===== src/rtl/dmem_arb_pkg.sv =====
// Shared types and constants for the data-memory arbiter.
package dmem_arb_pkg;

  typedef enum logic [0:0] {
    ARB    = 1'b0,
    LOCKED = 1'b1
  } arb_state_t;

  typedef enum logic [0:0] {
    REQ_CORE = 1'b0,
    REQ_HOST = 1'b1
  } req_id_t;

  localparam logic [2:0] F3_BYTE = 3'b000;
  localparam logic [2:0] F3_HALF = 3'b001;
  localparam logic [2:0] F3_WORD = 3'b010;

  // Bits needed to hold the values 0..lim inclusive
  function automatic int unsigned ctr_width(input int unsigned lim);
    return (lim < 1) ? 1 : $clog2(lim + 1);
  endfunction

endpackage


===== src/rtl/dmem_arb_sat_ctr.sv =====
// Saturating up-counter with synchronous clear; clear wins over increment.
module dmem_arb_sat_ctr #(
  parameter int unsigned LIMIT = 4,
  parameter int unsigned W     = 3
) (
  input  logic         clk,
  input  logic         rst_n,
  input  logic         clr,
  input  logic         inc,
  output logic [W-1:0] cnt,
  output logic         at_limit_c
);

  assign at_limit_c = (cnt == W'(LIMIT));

  // Count register, holds at LIMIT
  always_ff @(posedge clk) begin
    if (!rst_n) begin
      cnt <= '0;
    end else if (clr) begin
      cnt <= '0;
    end else if (inc && !at_limit_c) begin
      cnt <= cnt + W'(1);
    end
  end

endmodule


===== src/rtl/dmem_arbiter.sv =====
// Single-port data-memory arbiter between the core LSU and the Caravel host,
// with host-starvation aging and a host lock for atomic bursts.
module dmem_arbiter
  import dmem_arb_pkg::*;
#(
  parameter int unsigned ADDR_W   = 4,
  parameter int unsigned DATA_W   = 32,
  parameter int unsigned MAX_WAIT = 4,
  parameter int unsigned LOCK_TO  = 16
) (
  input  logic              clk,
  input  logic              rst_n,
  input  logic              core_req_valid,
  output logic              core_req_ready,
  input  logic              core_we,
  input  logic [2:0]        core_funct3,
  input  logic [ADDR_W-1:0] core_addr,
  input  logic [DATA_W-1:0] core_wdata,
  output logic              core_rsp_valid,
  output logic [DATA_W-1:0] core_rdata,
  input  logic              host_req_valid,
  output logic              host_req_ready,
  input  logic              host_we,
  input  logic              host_lock,
  input  logic [ADDR_W-1:0] host_addr,
  input  logic [DATA_W-1:0] host_wdata,
  output logic              host_rsp_valid,
  output logic [DATA_W-1:0] host_rdata,
  output logic              mem_write,
  output logic [2:0]        mem_funct3,
  output logic [ADDR_W-1:0] mem_addr,
  output logic [DATA_W-1:0] mem_wdata,
  input  logic [DATA_W-1:0] mem_rdata
);

  localparam int unsigned WAIT_W = ctr_width(MAX_WAIT);
  localparam int unsigned LOCK_W = ctr_width(LOCK_TO);

  arb_state_t        state_q, state_d;
  logic [WAIT_W-1:0] wait_cnt;
  logic [LOCK_W-1:0] lock_cnt;
  logic              wait_max_c, lock_to_c;
  logic              gnt_any_c;
  req_id_t           gnt_id_c;

  // Host starvation age: counts cycles the host is left waiting
  dmem_arb_sat_ctr #(.LIMIT(MAX_WAIT), .W(WAIT_W)) u_wait_ctr (
    .clk        (clk),
    .rst_n      (rst_n),
    .clr        (host_req_ready),
    .inc        (host_req_valid && !host_req_ready),
    .cnt        (wait_cnt),
    .at_limit_c (wait_max_c)
  );

  // Lock idle timer: only runs while LOCKED and the host is silent
  dmem_arb_sat_ctr #(.LIMIT(LOCK_TO), .W(LOCK_W)) u_lock_ctr (
    .clk        (clk),
    .rst_n      (rst_n),
    .clr        (host_req_ready || (state_q == ARB)),
    .inc        ((state_q == LOCKED) && !host_req_valid),
    .cnt        (lock_cnt),
    .at_limit_c (lock_to_c)
  );

  // State register
  always_ff @(posedge clk) begin
    if (!rst_n) begin
      state_q <= ARB;
    end else begin
      state_q <= state_d;
    end
  end

  // Grant decision and next state; nothing is granted while in reset
  always_comb begin
    state_d        = state_q;
    core_req_ready = 1'b0;
    host_req_ready = 1'b0;
    if (rst_n) begin
      case (state_q)
        ARB: begin
          if (host_req_valid && (wait_max_c || !core_req_valid)) begin
            host_req_ready = 1'b1;
            if (host_lock) state_d = LOCKED;
          end else if (core_req_valid) begin
            core_req_ready = 1'b1;
          end
        end
        LOCKED: begin
          if (lock_to_c) begin
            state_d = ARB;
          end else if (host_req_valid) begin
            host_req_ready = 1'b1;
            if (!host_lock) state_d = ARB;
          end
        end
        default: state_d = ARB;
      endcase
    end
  end

  assign gnt_any_c = core_req_ready || host_req_ready;
  assign gnt_id_c  = host_req_ready ? REQ_HOST : REQ_CORE;

  // Memory drive mux; idle bus parks at address 0, word size, no write
  always_comb begin
    mem_write  = 1'b0;
    mem_funct3 = F3_WORD;
    mem_addr   = '0;
    mem_wdata  = '0;
    if (gnt_any_c) begin
      if (gnt_id_c == REQ_HOST) begin
        mem_write  = host_we;
        mem_funct3 = F3_WORD;
        mem_addr   = host_addr;
        mem_wdata  = host_wdata;
      end else begin
        mem_write  = core_we;
        mem_funct3 = core_funct3;
        mem_addr   = core_addr;
        mem_wdata  = core_wdata;
      end
    end
  end

  // Registered responses; read data captured in the accept cycle
  always_ff @(posedge clk) begin
    if (!rst_n) begin
      core_rsp_valid <= 1'b0;
      core_rdata     <= '0;
      host_rsp_valid <= 1'b0;
      host_rdata     <= '0;
    end else begin
      core_rsp_valid <= core_req_ready;
      host_rsp_valid <= host_req_ready;
      if (core_req_ready) core_rdata <= core_we ? '0 : mem_rdata;
      if (host_req_ready) host_rdata <= host_we ? '0 : mem_rdata;
    end
  end

endmodule


===== config.mk =====
export PLATFORM = sky130hd
export DESIGN_NAME = dmem_arbiter
export DESIGN_NICKNAME = d
export VERILOG_FILES = /design/src/rtl/dmem_arb_pkg.sv /design/src/rtl/dmem_arb_sat_ctr.sv /design/src/rtl/dmem_arbiter.sv
export SDC_FILE = /design/constraint.sdc
export NUM_CORES = 1
export LEC_CHECK = 0
export CAP_MARGIN = 0
export CELL_PAD_IN_SITES_DETAIL_PLACEMENT = 1
export CELL_PAD_IN_SITES_GLOBAL_PLACEMENT = 1
export CORE_MARGIN = 8
export CORE_UTILIZATION = 24
export DETAILED_ROUTE_END_ITERATION = 8
export PLACE_DENSITY = 0.79
export RECOVER_POWER = 100
export SYNTH_ARGS = -nofsm -noshare
export SYNTH_HDL_FRONTEND = slang
export SYNTH_SLANG_ARGS = --single-unit
export TNS_END_PERCENT = 20

===== constraint.sdc =====
create_clock -name clk -period 2.03 [get_ports clk]
set_clock_uncertainty 0.2 [all_clocks]
set_input_delay 0.406 -clock clk [delete_from_list [all_inputs] [get_ports clk]]
set_output_delay 0.406 -clock clk [all_outputs]
set_load 0.01 [all_outputs]

==> results of run 1 <==
-- cell usage in the layout (no fill, tap or decap), types with 9 or more instances in the layout --
cell type        count
clkbuf_16           10
a21boi_1            31
buf_6               13
dfxtp_1             73
buf_2               30
o21ai_0             36
a32o_1              28
clkdlybuf4s50_1    177
mux2i_1             32
nand4b_1            35
buf_4               31
a32o_2               9
nand2_1             66
-- stage by stage --
step                util, %  std cells  instance area [µm²]
global route           42.9        856                 6710
floorplan                 -        409                 3830
finish                 42.9        856                 6710
CTS                    42.6        855                 6670
detailed placement     40.8        836                 6380
global placement       40.8        836                 6380
-- worst max-delay path, cell delays in order --
cell and delay [ps]:
clkdlybuf4s50_1 480, nor2b_1 190, a22o_4 340, clkbuf_16 190, a32o_2 270, buf_6 120
-- sequential cells by signal (all words and copies together) (netlist names) --
signal,flops
u_lock_ctr.cnt,5
host_rdata,32
u_wait_ctr.cnt,3
core_rsp_valid,1
core_rdata,32
host_rsp_valid,1
state_q,1
-- metal layers --
layer / part of all wire, % / GRT usage (%) / vias up / routed length (µm)
li1: - / - / 1964 / -
met1: 41 / 18.7 / 2017 / 7090
met2: 51 / 29.9 / 122 / 8900
met3: 5.4 / 4.54 / 34 / 942
met4: 2.5 / 6.44 / 2 / 441
met5: 0.075 / 0 / - / 13
-- logic make-up after synthesis --
kind of cell / count (synthesis)
flip-flops: 75
AO/OA/AOI/OAI: 117
multiplexers: 33
buffers and inverters: 50
AND/OR/NAND/NOR: 129
adder cells (fa/ha/maj): 4
XOR/XNOR: 1
-- power groups by stage --
stage | sequential [W] | combinational [W] | clock [W]
2_1_floorplan | 0.00161 | 0.000346 | 0
3_3_place_gp | 0.00159 | 0.000906 | 0
3_5_place_dp | 0.00159 | 0.000931 | 0
4_1_cts | 0.00156 | 0.000936 | 0.00190
5_1_grt | 0.00157 | 0.00100 | 0.00196
6_report | 0.00156 | 0.000946 | 0.00184
-- worst paths after layout --
kind,start,to,slack (ps),cells after the start
max,host_req_valid,mem_wdata[28],-570,6
min,host_rdata[25]$_SDFFE_PN0P_,host_rdata[25]$_SDFFE_PN0P_,260,2
max reg2reg,u_lock_ctr.cnt[0]$_SDFFE_PP0P_,host_rdata[8]$_SDFFE_PN0P_,-40,7
min reg2reg,host_rdata[25]$_SDFFE_PN0P_,host_rdata[25]$_SDFFE_PN0P_,260,2
-- Yosys cell counts (all sizes together) --
| cell type | number |
|---|---|
| a211oi | 1 |
| a21bo | 1 |
| a21boi | 34 |
| a21o | 1 |
| a21oi | 5 |
| a22o | 1 |
| a22oi | 1 |
| a32o | 37 |
| and2 | 5 |
| and3 | 5 |
| and4b | 1 |
| buf | 17 |
| clkbuf | 28 |
| dfxtp | 75 |
| ha | 4 |
| inv | 5 |
| mux2 | 1 |
| mux2i | 32 |
| nand2 | 66 |
| nand2b | 4 |
| nand3 | 3 |
| nand3b | 2 |
| nand4b | 35 |
| nand4bb | 1 |
| nor2b | 3 |
| nor4bb | 1 |
| o21ai | 36 |
| or3 | 2 |
| or4 | 1 |
| xnor2 | 1 |
-- cell type report --
cell class | count | area [µm²]
clock buffers | 11 | 243
clock inverters | 5 | 100
multi-input cells | 284 | 2090
inverters | 5 | 18.8
well taps | 216 | 270
repair buffers | 260 | 2490
fillers | 1795 | 8940
flip-flops and latches | 75 | 1500
-- what timing repair did --
| item | 4_1_cts | 5_1_grt |
|---|---|---|
| setup endpoints to repair | 42 | 42 |
| pin swaps | 11 | 13 |
| resized for setup | 185 | 8 |
| gates cloned | 3 | 1 |
| setup buffers | 0 | 0 |
==> results.yml, run 1 <==
cells_and_area:
  syn_to_final_growth_pct: 76.6
  diodes: 0
  drive_above_1_share_pct: 19.1
  final_nets: 753
floorplan:
  fp-row-count: 46
  core-area_um2: 15700
  initial_core_util_pct: 24.3
  die_y_um: 142
  io_pins: 222
  die-area_um2: 20100
  die_x_um: 142
synth:
  synthSimpleGateAreaFrac_pct: 20.2
  yosysWarningCount: 0
  syn_area_um2: 3800
  synth.area.mux_share_pct: 8.73
  synth_nets: 527
  synth.distinct_cells: 36
  syn-instance-count: 409
  synth-seq-area-share_pct: 39.5
  synth_adder_area_share_pct: 1.32
  yosys.area_share.xor_xnor_pct: 0.230
  ys_ff_latch: 75
  netlist.area_leader.share_pct: 39.5
  yosys-top-cells-area: "dfxtp_1 40%, a32o_1 9.7%, mux2i_1 8.4%, nand4b_1 8.1%, nand2_1 6.5%"
  avgSynthCellArea_um2: 9.29
  synth_compound_area_share_pct: 23.3
  yosys.area.top_type: "dfxtp_1"
  synth_top_family_by_area: "compound AO/OA/AOI/OAI gates"
place:
  dp_hpwl_mm: 12.9
  gp_congestion: 0.760
  port_buffers: 221
  place_ws_ps: -934
grt:
  grt_max_degree: 71
  grt_pass1_wl_mm: 26.2
  grt_pass1_vias: 4509
  grt-ovfl-total: 0
  antenna_found_initial: 1
  grt_usage_pct: 16.8
clock_tree:
  cts_buffers: 9
  cts_sinks: 75
  cts_hold_buf: 0
  clk_pin_slew_ps: 50
  htree_levels: 3
  cts-root-buf: "clkbuf_16"
  cts_tree: "yes"
  clk_latency_ps: 330
  clk_path_buf_depth: 2
detailed_routing:
  wl_per_cell_um: 20.3
  routed_wirelength_mm: 17.4
  ant_nets: 0
  dr.first_iter.drc_count: 198
  via_per_inst: 4.84
  vias: 4139
  drc: 0
  drtPass1Iterations: 4
timing:
  tightestPinTransition_ps: 684
  min_period_ps: 2600
  fmax_ghz: 0.384
  worst_slack_ps: -574
  setup_tns_ps: -22200
  setup_viol: 56
  fin_crit_sh_pct: 128
  worst_hold_slack_ps: 264
  relSlewSlack_pct: 54.4
  slew_violations: 0
  rsz0062_at_grt: "true"
  hold_viol_final: 0
worst_setup_path:
  start_kind: "primary input"
  worst_setup_path_end_kind: "output port"
  crit_type: "in2out"
  cp_max_fo: 9
  arrival_ps: 2000
  crit_required_ps: 1420
outcome:
  violations: "negative setup slack"
  status: "finished, violations left"
power:
  p_sw_w: 0.00104
  power_density_nw_per_um2: 648
  p_seq_share_pct: 35.9
  swShare_pct: 24.0
  intPower_w: 0.00331
  power_w: 0.00435
  clkPwrFrac_pct: 42.4
  ir_drop_v: 0.000420
  combPwrFrac_pct: 21.8
  power.static_leakage_nw: 2.66
run:
  drv_cap: 0
hold_path:
  hold_path_class: "reg2reg"
(Power assumes the default switching activity.)
==> inputs of run 2 (changes only) <==
--- a/config.mk
+++ b/config.mk
@@ -11,8 +11,9 @@
 export CORE_MARGIN = 8
 export CORE_UTILIZATION = 24
 export DETAILED_ROUTE_END_ITERATION = 8
-export PLACE_DENSITY = 0.79
-export RECOVER_POWER = 100
+export GPL_ROUTABILITY_DRIVEN = 1
+export PLACE_DENSITY_LB_ADDON = 0.1
+export RECOVER_POWER = 25
 export SYNTH_ARGS = -nofsm -noshare
 export SYNTH_HDL_FRONTEND = slang
 export SYNTH_SLANG_ARGS = --single-unit
==> run 2 against run 1 <==
  * Critical path type is now reg2out
  * Largest cell class unchanged
  * Design area grew 0.58%
  * The flow still finishes with violations (negative setup slack)
  * Cell count grew 0.35%
  * Via count grew 1.1%
  * Die area is the same
  * Clock power shrank 4%
  * First-iteration DRC count shrank 29%
  * Sequential power is essentially flat
  * Setup slack gained 8.6 ps
  * Global-route usage grew 0.55 points
==> results.yml, run 2 (synthesis results as in run 1) <==
timing:
  rsz0062_at_grt: "true"
  slew_violations: 0
  setup_viol: 42
  relSlewSlack_pct: 53.0
  worst_slack_ps: -566
  min_period_ps: 2600
  fmax_ghz: 0.385
  tightestPinTransition_ps: 705
  fin_crit_sh_pct: 128
  hold_viol_final: 0
grt:
  grt_usage_pct: 17.3
  grt_pass1_wl_mm: 26.9
  grt_pass1_vias: 4527
  grt_max_degree: 38
  antenna_found_initial: 0
  grt-ovfl-total: 0
clock_tree:
  cts_tree: "yes"
  htree_levels: 3
  clk_latency_ps: 340
  cts_buffers: 9
  cts-root-buf: "clkbuf_16"
  cts_sinks: 75
  clk_path_buf_depth: 2
  clk_pin_slew_ps: 60
detailed_routing:
  routed_wirelength_mm: 18.0
  wl_per_cell_um: 20.9
  drtPass1Iterations: 4
  via_per_inst: 4.87
  dr.first_iter.drc_count: 141
  vias: 4184
  ant_nets: 0
  drc: 0
power:
  power_w: 0.00426
  power_density_nw_per_um2: 631
  power.static_leakage_nw: 2.67
  ir_drop_v: 0.000388
run:
  drv_cap: 0
cells_and_area:
  instances_no_fill: 859
  syn_to_final_growth_pct: 77.6
  final_cell_mix: "176 x clkdlybuf4s50_1, 73 x dfxtp_1, 66 x nand2_1"
  final_util_pct: 43.1
  final_nets: 756
  final_common_cell: "clkdlybuf4s50_1"
  reg.largest.list: "core_rdata (32), host_rdata (32), u_lock_ctr.cnt (5)"
  drive_above_1_share_pct: 20.1
  design_area_um2: 6750
  diodes: 0
worst_setup_path:
  path_cells: "inv_2 -> ha_4 -> a21bo_4 -> a22o_4 -> buf_16 -> a32o_2 -> buf_2"
  crit_type: "reg2out"
  arrival_ps: 1990
  worst_setup_path_end_kind: "output port"
  worst_path_max_delay_cell: "dfxtp_2"
  r2r.worst_path.cells: 7
  r2r_slack_ps: 50
  start_kind: "flop"
  cp-startpoint: "u_wait_ctr.cnt[0]$_SDFFE_PP0P_"
  worst_r2r_endpoint: "core_rdata[16]$_SDFFE_PN0P_"
  crit_buf_inv: 3
  r2r_start: "u_wait_ctr.cnt[0]$_SDFFE_PP0P_"
  cp_max_fo: 19
  worstSetupEndpoint: "mem_wdata[26]"
  crit_required_ps: 1420
  worst-path-stages: 7
  path_delay_family: "compound AO/OA/AOI/OAI gates"
  crit_path_max_incr_delay_ps: 330
floorplan:
  die_y_um: 142
  initial_core_util_pct: 24.3
  core-area_um2: 15700
  fp-row-count: 46
  io_pins: 222
  die_x_um: 142
  die-area_um2: 20100
outcome:
  status: "finished, violations left"
  violations: "negative setup slack"
hold_path:
  hold_path_class: "reg2reg"
  min_from: "host_rdata[17]$_SDFFE_PN0P_"
place:
  port_buffers: 221
  placed_cells: 840
  place_ws_ps: -1060
  dp_hpwl_mm: 13.6
  place_area_um2: 6450
  gp_congestion: 0.862
==> run 2: cell types whose count changed in the layout (fill, tap and decap cells not counted), sizes merged <==
cell / change
inv: +1
bufinv: -1
buf: +5
bufbuf: -1
clkinvlp: +1
clkdlybuf4s50: -1
clkinv: -1
dlygate4sd2: +1
clkbuf: -1
==> run 2: final cells by class <==
| type | count | area [µm²] |
|---|---|---|
| Clock buffer | 11 | 243 |
| Clock inverter | 5 | 85.1 |
| Fill cell | 1778 | 8900 |
| Inverter | 5 | 18.8 |
| Multi-Input combinational cell | 284 | 2120 |
| Sequential cell | 75 | 1500 |
| Tap cell | 216 | 270 |
| Timing Repair Buffer | 263 | 2510 |
==> run 2: worst min-delay path by stage <==
stage	end	slack, ps	depth (start not counted)
after global placement	host_rdata[14]$_SDFFE_PN0P_	250	2
after floorplan	u_lock_ctr.cnt[1]$_SDFFE_PP0P_	280	2
final	host_rdata[17]$_SDFFE_PN0P_	260	2
after CTS	host_rdata[0]$_SDFFE_PN0P_	270	2
after global routing	host_rdata[5]$_SDFFE_PN0P_	280	2
after detailed placement	host_rdata[8]$_SDFFE_PN0P_	250	2
==> run 2: report_power, final <==
group	switching, W	internal [W]	total, W	leakage [nW]
Clock	0.000641	0.00112	0.00176	0.156
Combinational	0.000402	0.000546	0.000947	1.90
Sequential	0.0000284	0.00153	0.00156	0.611
Total	0.00107	0.00319	0.00426	2.67
==> run 2: timing repair <==
action,4_1_cts,5_1_grt
pin swaps,17,13
resized for setup,193,8
hold buffers,0,0
setup buffers,2,0
endpoints found under the setup margin,42,42
cloned,1,0
==> run 2: routing by layer <==
metal	track usage, %	wire length [µm]	vias up
li1	-	-	1975
met3	6.42	1530	20
met5	0	0	-
met2	31.2	8870	159
met1	18.3	7170	2030
met4	6.05	388	0
==> run 2: worst reg2reg max path, cell delays in order, from the launching register on <==
cell and delay, ps:
dfxtp_2 330, inv_2 50, ha_4 160, buf_4 140, nand3_2 70, buf_2 570
nand4b_1 200, a21boi_1 200
==> run 2: metrics by stage <==
step	setup TNS [ps]	hold WS, ps
global placement	-44490	247
floorplan	-632	279
finish	-20010	261
CTS	-21870	268
detailed placement	-48510	254
global route	-23640	282
